===== src/rtl/qspi_emu_pkg.sv =====
// Shared types and constants for the quad-SPI RAM emulator.
package qspi_emu_pkg;

  typedef enum logic [2:0] {
    IDLE, CMD, ADDR, DUMMY, RD_DATA, WR_DATA, IGNORE
  } state_e;

  localparam logic [7:0] CMD_QREAD    = 8'hEB;
  localparam logic [7:0] CMD_QWRITE   = 8'h38;
  localparam int         CMD_NIBBLES  = 2;
  localparam int         ADDR_NIBBLES = 6;

endpackage


===== src/rtl/qspi_sync_edge.sv =====
// Two-flop synchroniser for one asynchronous pin, with single-clk rise/fall pulses.
module qspi_sync_edge #(
  parameter logic RST_VAL = 1'b0
) (
  input  logic clk,
  input  logic rst,
  input  logic async_i,
  output logic level_o,
  output logic rise_o,
  output logic fall_o
);

  logic [1:0] sync_q;
  logic       prev_q;

  always_ff @(posedge clk) begin
    if (rst) begin
      sync_q <= {2{RST_VAL}};
      prev_q <= RST_VAL;
    end else begin
      sync_q <= {sync_q[0], async_i};
      prev_q <= sync_q[1];
    end
  end

  assign level_o = sync_q[1];
  assign rise_o  = sync_q[1] & ~prev_q;
  assign fall_o  = ~sync_q[1] & prev_q;

endmodule


===== src/rtl/qspi_ram_emu.sv =====
// Quad-SPI flash/PSRAM emulator in front of an 8-bit BRAM (one-clk read latency).
// Define QSPI_EMU_WRITE_EN to accept the 0x38 quad-write command.
module qspi_ram_emu
  import qspi_emu_pkg::*;
#(
  parameter int ADDR_WIDTH   = 10,
  parameter int DUMMY_CYCLES = 6
) (
  input  logic                  clk,
  input  logic                  rst,
  input  logic                  spi_clk,
  input  logic                  spi_cs_n,
  input  logic [3:0]            spi_d_in,
  output logic [3:0]            spi_d_out,
  output logic                  spi_d_oe,
  output logic [ADDR_WIDTH-1:0] bram_addr,
  output logic [7:0]            bram_din,
  input  logic [7:0]            bram_dout,
  output logic                  bram_wen,
  output logic                  bram_ren
);

  logic sck_rise, sck_fall, sck_level_unused;
  logic cs_lvl, cs_fall, cs_rise_unused;

  qspi_sync_edge #(.RST_VAL(1'b0)) u_sck (
    .clk(clk), .rst(rst), .async_i(spi_clk),
    .level_o(sck_level_unused), .rise_o(sck_rise), .fall_o(sck_fall)
  );

  qspi_sync_edge #(.RST_VAL(1'b1)) u_cs (
    .clk(clk), .rst(rst), .async_i(spi_cs_n),
    .level_o(cs_lvl), .rise_o(cs_rise_unused), .fall_o(cs_fall)
  );

  logic [1:0][3:0] d_sync_q;
  logic [3:0]      sd;
  assign sd = d_sync_q[1];

  state_e                state_q, state_d;
  logic [7:0]            cnt_q, cnt_d;
  logic [3:0]            cmd_hi_q, cmd_hi_d;
  logic [23:0]           addr_q, addr_d;
  logic                  nib_hi_q, nib_hi_d;
  logic [7:0]            cur_q, cur_d, nxt_q, nxt_d;
  logic                  ren_dly_q;
  logic                  armed_q, armed_d;
  logic [1:0]            settle_q, settle_d;
  logic [3:0]            dout_q, dout_d;
  logic                  oe_q, oe_d;
  logic [ADDR_WIDTH-1:0] baddr_q, baddr_d;
  logic                  ren_q, ren_d;
  logic                  unused_addr_hi;

  assign unused_addr_hi = ^addr_q[23:20];

`ifdef QSPI_EMU_WRITE_EN
  logic       is_wr_q, is_wr_d;
  logic [3:0] wr_hi_q, wr_hi_d;
  logic [7:0] din_q, din_d;
  logic       wen_q, wen_d;
`endif

  always_comb begin
    state_d  = state_q;
    cnt_d    = cnt_q;
    cmd_hi_d = cmd_hi_q;
    addr_d   = addr_q;
    nib_hi_d = nib_hi_q;
    cur_d    = cur_q;
    nxt_d    = nxt_q;
    dout_d   = dout_q;
    oe_d     = oe_q;
    baddr_d  = baddr_q;
    ren_d    = 1'b0;
    // A cs_n fall is only trusted once the synchronisers have flushed and
    // cs_n has been seen high; this blocks a start straight out of reset.
    settle_d = settle_q[1] ? settle_q : settle_q + 2'd1;
    armed_d  = armed_q | (cs_lvl & settle_q[1]);
`ifdef QSPI_EMU_WRITE_EN
    is_wr_d  = is_wr_q;
    wr_hi_d  = wr_hi_q;
    din_d    = din_q;
    wen_d    = 1'b0;
    if (wen_q) baddr_d = baddr_q + 1'b1;
`endif

    if (ren_dly_q) begin
      if (state_q == DUMMY) cur_d = bram_dout;
      else                  nxt_d = bram_dout;
    end

    if (cs_lvl) begin
      state_d = IDLE;
      oe_d    = 1'b0;
    end else begin
      unique case (state_q)
        IDLE: if (cs_fall && armed_q) begin
          state_d = CMD;
          cnt_d   = '0;
        end
        CMD: if (sck_rise) begin
          cmd_hi_d = sd;
          cnt_d    = cnt_q + 8'd1;
          if (cnt_q == 8'(CMD_NIBBLES - 1)) begin
            cnt_d   = '0;
            state_d = IGNORE;
            if ({cmd_hi_q, sd} == CMD_QREAD) state_d = ADDR;
`ifdef QSPI_EMU_WRITE_EN
            is_wr_d = ({cmd_hi_q, sd} == CMD_QWRITE);
            if ({cmd_hi_q, sd} == CMD_QWRITE) state_d = ADDR;
`endif
          end
        end
        ADDR: if (sck_rise) begin
          addr_d = {addr_q[19:0], sd};
          cnt_d  = cnt_q + 8'd1;
          if (cnt_q == 8'(ADDR_NIBBLES - 1)) begin
            baddr_d  = addr_d[ADDR_WIDTH-1:0];
            cnt_d    = '0;
            nib_hi_d = 1'b1;
`ifdef QSPI_EMU_WRITE_EN
            if (is_wr_q) state_d = WR_DATA;
            else
`endif
            begin
              ren_d   = 1'b1;
              state_d = DUMMY;
            end
          end
        end
        DUMMY: if (sck_rise) begin
          cnt_d = cnt_q + 8'd1;
          if (cnt_q == 8'(DUMMY_CYCLES - 1)) state_d = RD_DATA;
        end
        RD_DATA: begin
          if (sck_fall) begin
            dout_d = nib_hi_q ? cur_q[7:4] : cur_q[3:0];
            oe_d   = 1'b1;
          end
          // High-nibble rise prefetches the next byte; low-nibble rise swaps it in.
          if (sck_rise) begin
            nib_hi_d = ~nib_hi_q;
            if (nib_hi_q) begin
              baddr_d = baddr_q + 1'b1;
              ren_d   = 1'b1;
            end else begin
              cur_d = nxt_q;
            end
          end
        end
`ifdef QSPI_EMU_WRITE_EN
        WR_DATA: if (sck_rise) begin
          nib_hi_d = ~nib_hi_q;
          if (nib_hi_q) begin
            wr_hi_d = sd;
          end else begin
            din_d = {wr_hi_q, sd};
            wen_d = 1'b1;
          end
        end
`endif
        default: ;
      endcase
    end
  end

  always_ff @(posedge clk) begin
    if (rst) begin
      d_sync_q  <= '0;
      state_q   <= IDLE;
      cnt_q     <= '0;
      cmd_hi_q  <= '0;
      addr_q    <= '0;
      nib_hi_q  <= 1'b0;
      cur_q     <= '0;
      nxt_q     <= '0;
      ren_dly_q <= 1'b0;
      armed_q   <= 1'b0;
      settle_q  <= '0;
      dout_q    <= '0;
      oe_q      <= 1'b0;
      baddr_q   <= '0;
      ren_q     <= 1'b0;
    end else begin
      d_sync_q  <= {d_sync_q[0], spi_d_in};
      state_q   <= state_d;
      cnt_q     <= cnt_d;
      cmd_hi_q  <= cmd_hi_d;
      addr_q    <= addr_d;
      nib_hi_q  <= nib_hi_d;
      cur_q     <= cur_d;
      nxt_q     <= nxt_d;
      ren_dly_q <= ren_q;
      armed_q   <= armed_d;
      settle_q  <= settle_d;
      dout_q    <= dout_d;
      oe_q      <= oe_d;
      baddr_q   <= baddr_d;
      ren_q     <= ren_d;
    end
  end

`ifdef QSPI_EMU_WRITE_EN
  always_ff @(posedge clk) begin
    if (rst) begin
      is_wr_q <= 1'b0;
      wr_hi_q <= '0;
      din_q   <= '0;
      wen_q   <= 1'b0;
    end else begin
      is_wr_q <= is_wr_d;
      wr_hi_q <= wr_hi_d;
      din_q   <= din_d;
      wen_q   <= wen_d;
    end
  end
  assign bram_din = din_q;
  assign bram_wen = wen_q;
`else
  assign bram_din = '0;
  assign bram_wen = 1'b0;
`endif

  assign spi_d_out = dout_q;
  assign spi_d_oe  = oe_q;
  assign bram_addr = baddr_q;
  assign bram_ren  = ren_q;

endmodule

===== config.mk =====
export PLATFORM = sky130hd
export DESIGN_NAME = qspi_ram_emu
export DESIGN_NICKNAME = d
export VERILOG_FILES = /design/src/rtl/qspi_emu_pkg.sv /design/src/rtl/qspi_sync_edge.sv /design/src/rtl/qspi_ram_emu.sv
export SDC_FILE = /design/constraint.sdc
export NUM_CORES = 1
export LEC_CHECK = 0
export ABC_CLOCK_PERIOD_IN_PS = 3500
export CELL_PAD_IN_SITES_DETAIL_PLACEMENT = 0
export CELL_PAD_IN_SITES_GLOBAL_PLACEMENT = 1
export CORE_ASPECT_RATIO = 1.1
export CORE_UTILIZATION = 52
export CTS_CLUSTER_DIAMETER = 100
export CTS_CLUSTER_SIZE = 28
export DETAILED_ROUTE_END_ITERATION = 8
export DONT_BUFFER_PORTS = 1
export GPL_TIMING_DRIVEN = 0
export PLACE_DENSITY = 0.88
export SLEW_MARGIN = 5
export SYNTH_ARGS = -nofsm -noshare
export SYNTH_HDL_FRONTEND = slang
export SYNTH_SLANG_ARGS = --single-unit

===== constraint.sdc =====
create_clock -name clk -period 3.5 [get_ports clk]
set_input_delay 0.525 -clock clk [delete_from_list [all_inputs] [get_ports clk]]
set_output_delay 0.525 -clock clk [all_outputs]
set_load 0.005 [all_outputs]

# [After elaboration in Yosys (flattened, before gate mapping)]
# Index checks and enable logic that the tools add are counted.
[word_totals] reg_bits=72 inputBits=16 out_inout_bits=25 elab_cells=102
[op_classes] add_sub_neg=3 n_eq_ne=16 n_mux=38 bitwise=10 reduce_logical=14
[op_table] op="$mux W8" n=12
[op_table] op="$mux W10" n=4
[op_table] op="$pmux W8 S4" n=1
[op_table] op="$mux W3" n=8
[op_table] op="$pmux W10 S2" n=1
[op_table] op="$ne A2 B2 Y1 const B" n=8
[op_table] op="$pmux W3 S4" n=1
[op_table] op="$reduce_and A6 Y1" n=2
[op_table] op="$add A10 B1 Y10 const B" n=1
[op_table] op="$reduce_and A3 Y1" n=3
[op_table] op="$add A8 B1 Y8 const B" n=1
[op_table] op="$eq A8 B1 Y1 const B" n=1
[op_table] op="$eq A8 B3 Y1 const B" n=1
[op_table] op="$eq A8 B8 Y1 const B" n=1
[op_table] op="$reduce_and A8 Y1" n=1
[op_table] op="$mux W1" n=7
[op_table] op="$eq A3 B2 Y1 const B" n=2
[op_table] op="$not A1 Y1" n=5
[op_table] op="$reduce_and A5 Y1" n=1
[op_table] op="$and A1 B1 Y1" n=4
[op_table] op="$mux W4" n=1
[op_table] op="$pmux W1 S2" n=2
[op_table] op="$reduce_and A2 Y1" n=2
[op_table] op="$reduce_bool A4 Y1" n=1
[op_table] op="other kinds (10)" n=10

# [Logic depth before layout (Yosys ltp)]
# Gate-level depths: netlist of the first run.
[depth] ltp_word=7 mapped_depth=7 mapped_depth_nobuf=6

# [Hierarchy]
# Synthesis of the first run repeated with hierarchy kept, for this count alone.
[unflattened] cells_unflattened=361 hier_area_um2=3255.6
[by_module_without_submodules] module="qspi_ram_emu" instances=1 cells_each=345 area_each_um2=3071.7 seq_area_each_um2=1321.3
[by_module_without_submodules] module="qspi_sync_edge (u_cs)" instances=1 cells_each=8 area_each_um2=92.6 seq_area_each_um2=60.1
[by_module_without_submodules] module="qspi_sync_edge (u_sck)" instances=1 cells_each=8 area_each_um2=91.3 seq_area_each_um2=60.1

# [Least setup slack after synthesis of the first run]
# Ideal clock, no wire load.
[synth_timing] path_kind="reg-to-reg" from="reg u_cs.sync_q[1]" to="reg cur_q[0]" setup_time_ns=0.136 arrival_time_ns=1.623 required_time_ns=3.364 path_slack_ns=1.742 stages_incl_launch_ff=8 path_buffers=3 synth_period_minus_slack_ns=1.758 cell_sequence="dfxtp_1 -> or3b_1 -> buf_2 -> or3_1 -> buf_6 -> buf_8 -> nor2_1 -> a211oi_2"
[synth_between] elab_chain_cells=1
[synth_lines] element="from (decl)" line_no="qspi_sync_edge.sv:13" text="logic [1:0] sync_q;"
[synth_lines] element="from (signal assigned)" line_no="qspi_sync_edge.sv:18" text="sync_q <= {2{RST_VAL}};"
[synth_lines] element="from (signal assigned)" line_no="qspi_sync_edge.sv:21" text="sync_q <= {sync_q[0], async_i};"
[synth_lines] element="$mux W8" line_no="qspi_ram_emu.sv:93" text="if (cs_lvl) begin"
[synth_lines] element="to (signal assigned)" line_no="qspi_ram_emu.sv:192" text="cur_q <= cur_d;"
[synth_lines] element="to (decl)" line_no="qspi_ram_emu.sv:45" text="logic [7:0] cur_q, cur_d, nxt_q, nxt_d;"
# Every way passes these cells.
# A chain may end at the register's enable or synchronous reset.

# [Worst setup path in the final report of the first run]
[layout_timing] from="reg nib_hi_q" to="reg baddr_q[3], in the netlist bram_addr[3]"
[layout_between] elab_chain_cells=2
[layout_lines] element="from (decl)" line_no="qspi_ram_emu.sv:44" text="logic nib_hi_q, nib_hi_d;"
[layout_lines] element="from (signal assigned)" line_no="qspi_ram_emu.sv:191" text="nib_hi_q <= nib_hi_d;"
[layout_lines] element="$ne A2 B2 Y1 (no line)"
[layout_lines] element="$reduce_and A6 Y1 (no line)"
[layout_lines] element="to (signal assigned)" line_no="qspi_ram_emu.sv:199" text="baddr_q <= baddr_d;"
[layout_lines] element="to (decl)" line_no="qspi_ram_emu.sv:51" text="logic [ADDR_WIDTH-1:0] baddr_q, baddr_d;"
# Every way passes these cells.

==> results of run 1 <==
-- Yosys cell counts, types with 6 or more instances --
master,count
buf_2,7
buf_4,9
nor2b_1,11
a21oi_1,13
inv_1,6
o21ai_0,6
nand2_1,23
dfxtp_1,72
a211oi_2,8
clkbuf_1,13
mux2i_1,32
a31oi_1,11
nand3_1,14
nor2_1,45
-- cell families (layout without fill, tap and decap cells) --
logic type | after synthesis | after routing | share of synthesized area (%)
AND/OR/NAND/NOR | 134 | 134 | 22.28
buffers and inverters | 39 | 55 | 6.215
AO/OA/AOI/OAI | 74 | 74 | 17.04
multiplexers | 32 | 32 | 9.585
adder cells (fa/ha/maj) | 3 | 3 | 1.123
flip-flops | 72 | 72 | 43.13
other | 1 | 9 | 0.1122
XOR/XNOR | 2 | 2 | 0.5242
-- worst register-to-register path, stage by stage, from the launching register on --
cell and delay, ps:
dfxtp_1 310, clkbuf_1 410, nor4bb_1 410, a31oi_1 110, buf_2 220, a2111oi_0 410
a31o_2 160
-- registers in the layout, summed over array words and instances, names as in the netlist, 4 cells and up --
register,flops
cnt_q,8
sd,4
addr_q,6
nxt_q,8
bram_addr,10
spi_d_out,4
cmd_hi_q,4
cur_q,8
d_sync_q,4
-- metal layers --
layer / vias to the layer above / share of wire (%)
met5: - / 0
met4: 0 / 3.0
met3: 19 / 4.3
met2: 61 / 47
met1: 1269 / 45
li1: 1313 / -
-- stage by stage --
step           util [%]  instances  worst slack, ps  instance area [µm²]
5_1_grt           59.98        461             1214                 3715
3_5_place_dp      56.06        445             1456                 3472
2_1_floorplan         -        365             1742                 3372
6_report          59.98        461             1413                 3715
4_1_cts           59.98        461             1420                 3715
3_3_place_gp      56.06        445             1519                 3472
-- final cells by class --
type | instances | area share (%)
Buffer | 33 | 4.985
Clock buffer | 10 | 3.435
Clock inverter | 6 | 3.099
Inverter | 6 | 0.6063
Multi-Input combinational cell | 254 | 46.38
Sequential cell | 72 | 38.80
Tap cell | 80 | 2.695
-- power by group through the flow --
stage / Clock, mW / Sequential, mW / Combinational (mW)
final: 0.806 / 0.843 / 0.0485
after global placement: 0 / 0.861 / 0.0476
after global routing: 0.852 / 0.844 / 0.0535
after CTS: 0.816 / 0.843 / 0.0485
after floorplan: 0 / 0.858 / 0.0385
after detailed placement: 0 / 0.862 / 0.0484
-- worst paths after layout --
check                                     from             end  slack [ps]  cells past startpoint
worst max-delay path                  nib_hi_q    bram_addr[3]        1410                      6
worst min register to register  u_cs.sync_q[0]  u_cs.sync_q[1]         410                      1
worst min-delay path                  spi_cs_n  u_cs.sync_q[0]         280                      1
worst max register to register        nib_hi_q    bram_addr[3]        1410                      6
==> reports/results.txt, run 1 <==
# DRC = 0
Antenna violations before repair = 0
IO Pins = 41
Hold slack = 278.2 ps
Sw Ratio = 21.66%
FP Rows = 30
Top cell family by delay on the critical path = compound AO/OA/AOI/OAI gates
Worst Skew = 9.540 ps
Vias = 2662
Clock sinks = 72
Maximum VDD drop = 0.0003951 V
Max-Cap Viols = 0
TritonCTS clock tree = built
Min Tclk post-route = 2087 ps
Post-Route WL = 7.508 mm
Switching pwr = 0.3676 mW
Synth unique cells = 60
Clock latency on the worst-skew pair = 350 ps
Top cells by area, synth = dfxtp_1, mux2i_1, nor2_1
Peak fanout along the critical path = 10
Commonest non-fill, non-tap cell in the layout = dfxtp_1
Slowest cell on the critical path = clkbuf_1
Die height = 86.08 µm
Detailed router's first-iteration violation count = 104
Synth Flop Type = dfxtp_1
Crit. End Element = flip-flop
Crit Path Category = reg2reg
CP Cell Sequence = clkbuf_1 > nor4bb_1 > a31oi_1 > buf_2 > a2111oi_0 > a31o_2
Busiest grt layer = met2
RSZ-0062 raised after global routing = false
YS warnings = 0
# diodes = 0
Total global-route track usage = 23.70%
# fillers = 577
Area leader, netlist = dfxtp_1
Rel. slew slack = 49.02%
Met2 Usage GRT = 39.39%
Status = finished clean
Vias per cell = 5.774
Internal power = 1.329 mW
Power share of the clock group = 47.5%
CTS Hold Buffers Added = 0
Tot Pwr = 1.697 mW
Avg Cell Area, Syn = 9.361 µm²
Post-synth EDFFs = 0
Hold Path Class = in2reg
Worst-path clk slew = 80 ps
Seq/Total Area, Yosys = 43.13%
Fin crit share = 59.62%
Detail Route Antenna Nets = 0
Post-DR wirelength/cell = 16.29 µm
Routability cong. = 0.8867
First-pass DRT Iterations = 4
Die area = 0.006752 mm²
DP HPWL = 5.157 mm
First-pass GRT wire length = 12.32 mm
Sequential share of power = 49.7%
Area of the multi-input gates = 0.001723 mm²
Area grow syn2layout = 11.16%
Global route overflow = 0
Most frequent cells in the layout = dfxtp_1, nor2_1, mux2i_1, nand2_1
H-tree depth = 3
Critical Path Start Type = flip-flop
IO Port Bufs = 0
Worst path arrival time = 2380 ps
Worst-margin pin slew = 764.7 ps
Critical path buffers and inverters = 2
CTS buffer count = 9
Root buffer cell = clkbuf_8
Die Wd = 78.44 µm
Post-CTS Setup Bufs = 0
Combinational share of power = 2.9%
Core area = 0.006193 mm²
Setup violators final = 0
Fmax = 0.4792 GHz
Vias in the first global route = 2580
Yosys reg bits = 72
Ys async rst share = 0%
Pin count of the biggest net entering global routing = 14
Cell Pwr Density = 456.8 mW/mm²
Hold Vio Cnt, Final = 0
Fin nets = 395
Sequential cell area = 0.001441 mm²
Setup TNS = 0 ps
Critical Path RT = 3790 ps
Effective utilization at floorplan = 53.96%
Post_cts resized = 0
Area of the mapped netlist = 0.003342 mm²
Layout cell share with drive strength beyond 1 = 14.44%
M1 GR Usage = 28.81%
Post-Synthesis Cells = 357
Clk buf depth = 2
Top cell type's share of synthesized area = 43.13%
Pins over their slew limit = 0
GR Layer Usage met3 = 5.213%
Critical Path Max Stage Delay = 410 ps
Leak = 1.423 nW
Power figures use the tool's default switching activity.
==> inputs of run 2 (changes only) <==
ABC_CLOCK_PERIOD_IN_PS = 1750   (was 3500)
CORE_UTILIZATION = 43   (was 52)
PLACE_DENSITY = 0.78   (was 0.88)
clock period = 1.75 ns   (was 3.5 ns; I/O delays follow)
==> run 2 against run 1 <==
Sequential share of layout area fell by 2.5 points. First-iteration DRC count rose by 37%. Die area rose by 20%. Cell count rose by 7.2%. Global-route usage fell by 3.3 points. Combinational power rose by 140%. Flip-flop and latch count did not move. Cell area rose by 8.2%. Power rose by 81%. Sequential power rose by 99%. Via count rose by 2.5%. Clock power rose by 59%. Largest cell class unchanged.
==> reports/results.txt, run 2 (synthesized netlist as in run 1, its figures left out) <==
Power share of the clock group = 41.6%
Pin count of the biggest net entering global routing = 13
Worst-case reg-to-reg path depth = 7
Hold Path Class = in2reg
H-tree depth = 3
Switching pwr = 0.7128 mW
Detailed router's first-iteration violation count = 142
Sw Ratio = 23.18%
Tot Pwr = 3.076 mW
Post-Route Utilization = 53.76%
Core area = 0.007473 mm²
Effective utilization at floorplan = 44.72%
Leak = 1.507 nW
Critical Path RT = 2030 ps
Maximum VDD drop = 0.0005349 V
Die area = 0.008129 mm²
# diodes = 0
Worst-path clk slew = 70 ps
First-pass GRT wire length = 12.66 mm
Pins over their slew limit = 0
TritonCTS clock tree = built
Clock sinks = 72
# DRC = 0
Hold slack = 12.90 ps
Max reg flops = 10
Worst-margin pin slew = 705.6 ps
Min Tclk post-route = 1737 ps
Rel. slew slack = 52.96%
Total global-route track usage = 20.41%
Vias in the first global route = 2514
Internal power = 2.363 mW
Layout cell share with drive strength beyond 1 = 26.74%
Setup violators final = 0
Fmax = 0.5758 GHz
FP Rows = 33
IO Port Bufs = 0
Crit Path Category = reg2reg
Clock latency on the worst-skew pair = 350 ps
Hold path depth = 1
IO Pins = 41
Post-DR wirelength/cell = 16.36 µm
Routability cong. = 0.8298
Area grow syn2layout = 20.22%
Peak fanout along the critical path = 6
Antenna violations before repair = 0
Root buffer cell = clkbuf_8
Vias per cell = 5.524
Critical Path Start Type = flip-flop
Post-Route WL = 8.083 mm
Hold Vio Cnt, Final = 0
Status = finished clean
Crit. End Element = flip-flop
Fin crit share = 99.25%
Fin nets = 404
CTS buffer count = 9
First-pass DRT Iterations = 4
Worst Skew = 7.048 ps
Worst path arrival time = 2010 ps
Commonest non-fill, non-tap cell in the layout = dfxtp_1
Detail Route Antenna Nets = 0
Vias = 2729
Clk buf depth = 2
# fillers = 675
CTS Hold Buffers Added = 0
RSZ-0062 raised after global routing = true
Sequential share of power = 54.6%
DP HPWL = 5.400 mm
Max-Cap Viols = 0
Most frequent cells in the layout = dfxtp_1, nor2_1, mux2i_1, buf_4, nand2_1
Die Wd = 86.06 µm
Cell Pwr Density = 765.5 mW/mm²
Die height = 94.46 µm
Global route overflow = 0
Worst R2R Setup Slack = 10 ps
Combinational share of power = 3.7%
==> run 2: changes by cell type in the layout (fill, tap and decap cells not counted), sizes merged <==
cell / change
buf: +12
clkbuf: -3
bufinv: -2
clkinv: +1
clkinvlp: +1
inv: -1
==> run 2: worst max-delay path, cell delays in order (launching register included) <==
cell,delay (ps)
dfxtp_2,340
inv_2,50
ha_2,150
nor4b_4,280
buf_6,180
nand2_1,50
or4_1,470
a21oi_1,140
==> run 2: final timing paths <==
| path | startpoint | to |
|---|---|---|
| setup / recovery | cnt_q[1] | state_q[1] |
| hold reg to reg | u_cs.sync_q[0] | u_cs.sync_q[1] |
| setup reg to reg | cnt_q[1] | state_q[1] |
| hold / removal | spi_cs_n | u_cs.sync_q[0] |
==> run 2: per-stage QoR <==
| stage | setup slack (ps) | cell area, µm² | setup TNS [ps] | instances |
|---|---|---|---|---|
| 6_report | 13.21 | 4018 | 0 | 494 |
| 5_1_grt | -70.20 | 4018 | -393.5 | 494 |
| 4_1_cts | 0.1674 | 3824 | 0 | 491 |
| 3_5_place_dp | -287.6 | 3505 | -4200 | 470 |
| 3_3_place_gp | -267.7 | 3505 | -3583 | 470 |
| 2_1_floorplan | 1.475 | 3373 | 0 | 365 |
==> run 2: timing repair <==
action                                  in CTS  in global routing
gates cloned                                 0                  1
setup buffers                               10                  4
resized for setup                           28                 44
pin swaps                                    3                 10
endpoints found under the setup margin      33                 44
==> run 2: final cells by class <==
class	count	area [µm²]	area share, %
flip-flops and latches	72	1460	36.34
multi-input cells	254	1882	46.84
repair buffers	15	145.1	3.613
clock buffers	10	127.6	3.177
inverters	6	22.52	0.5606
clock inverters	5	58.81	1.464
well taps	105	131.4	3.270
plain buffers	27	190.2	4.734
==> run 2: power by group through the flow <==
stage | sequential, mW | clock (mW) | combinational [mW]
detailed placement | 1.72 | 0 | 0.0966
global route | 1.68 | 1.38 | 0.128
finish | 1.68 | 1.28 | 0.115
CTS | 1.68 | 1.31 | 0.109
floorplan | 1.72 | 0 | 0.0770
global placement | 1.72 | 0 | 0.0959
==> run 2: layer usage <==
layer | GRT usage (%) | routed length (µm) | part of all wire (%) | vias to the layer above
met2 | 33.27 | 4093 | 51 | 80
li1 | - | - | - | 1337
met5 | 0 | 0 | 0 | -
met1 | 25.84 | 3552 | 44 | 1298
met4 | 9.861 | 119 | 1.5 | 0
met3 | 4.021 | 317 | 3.9 | 14
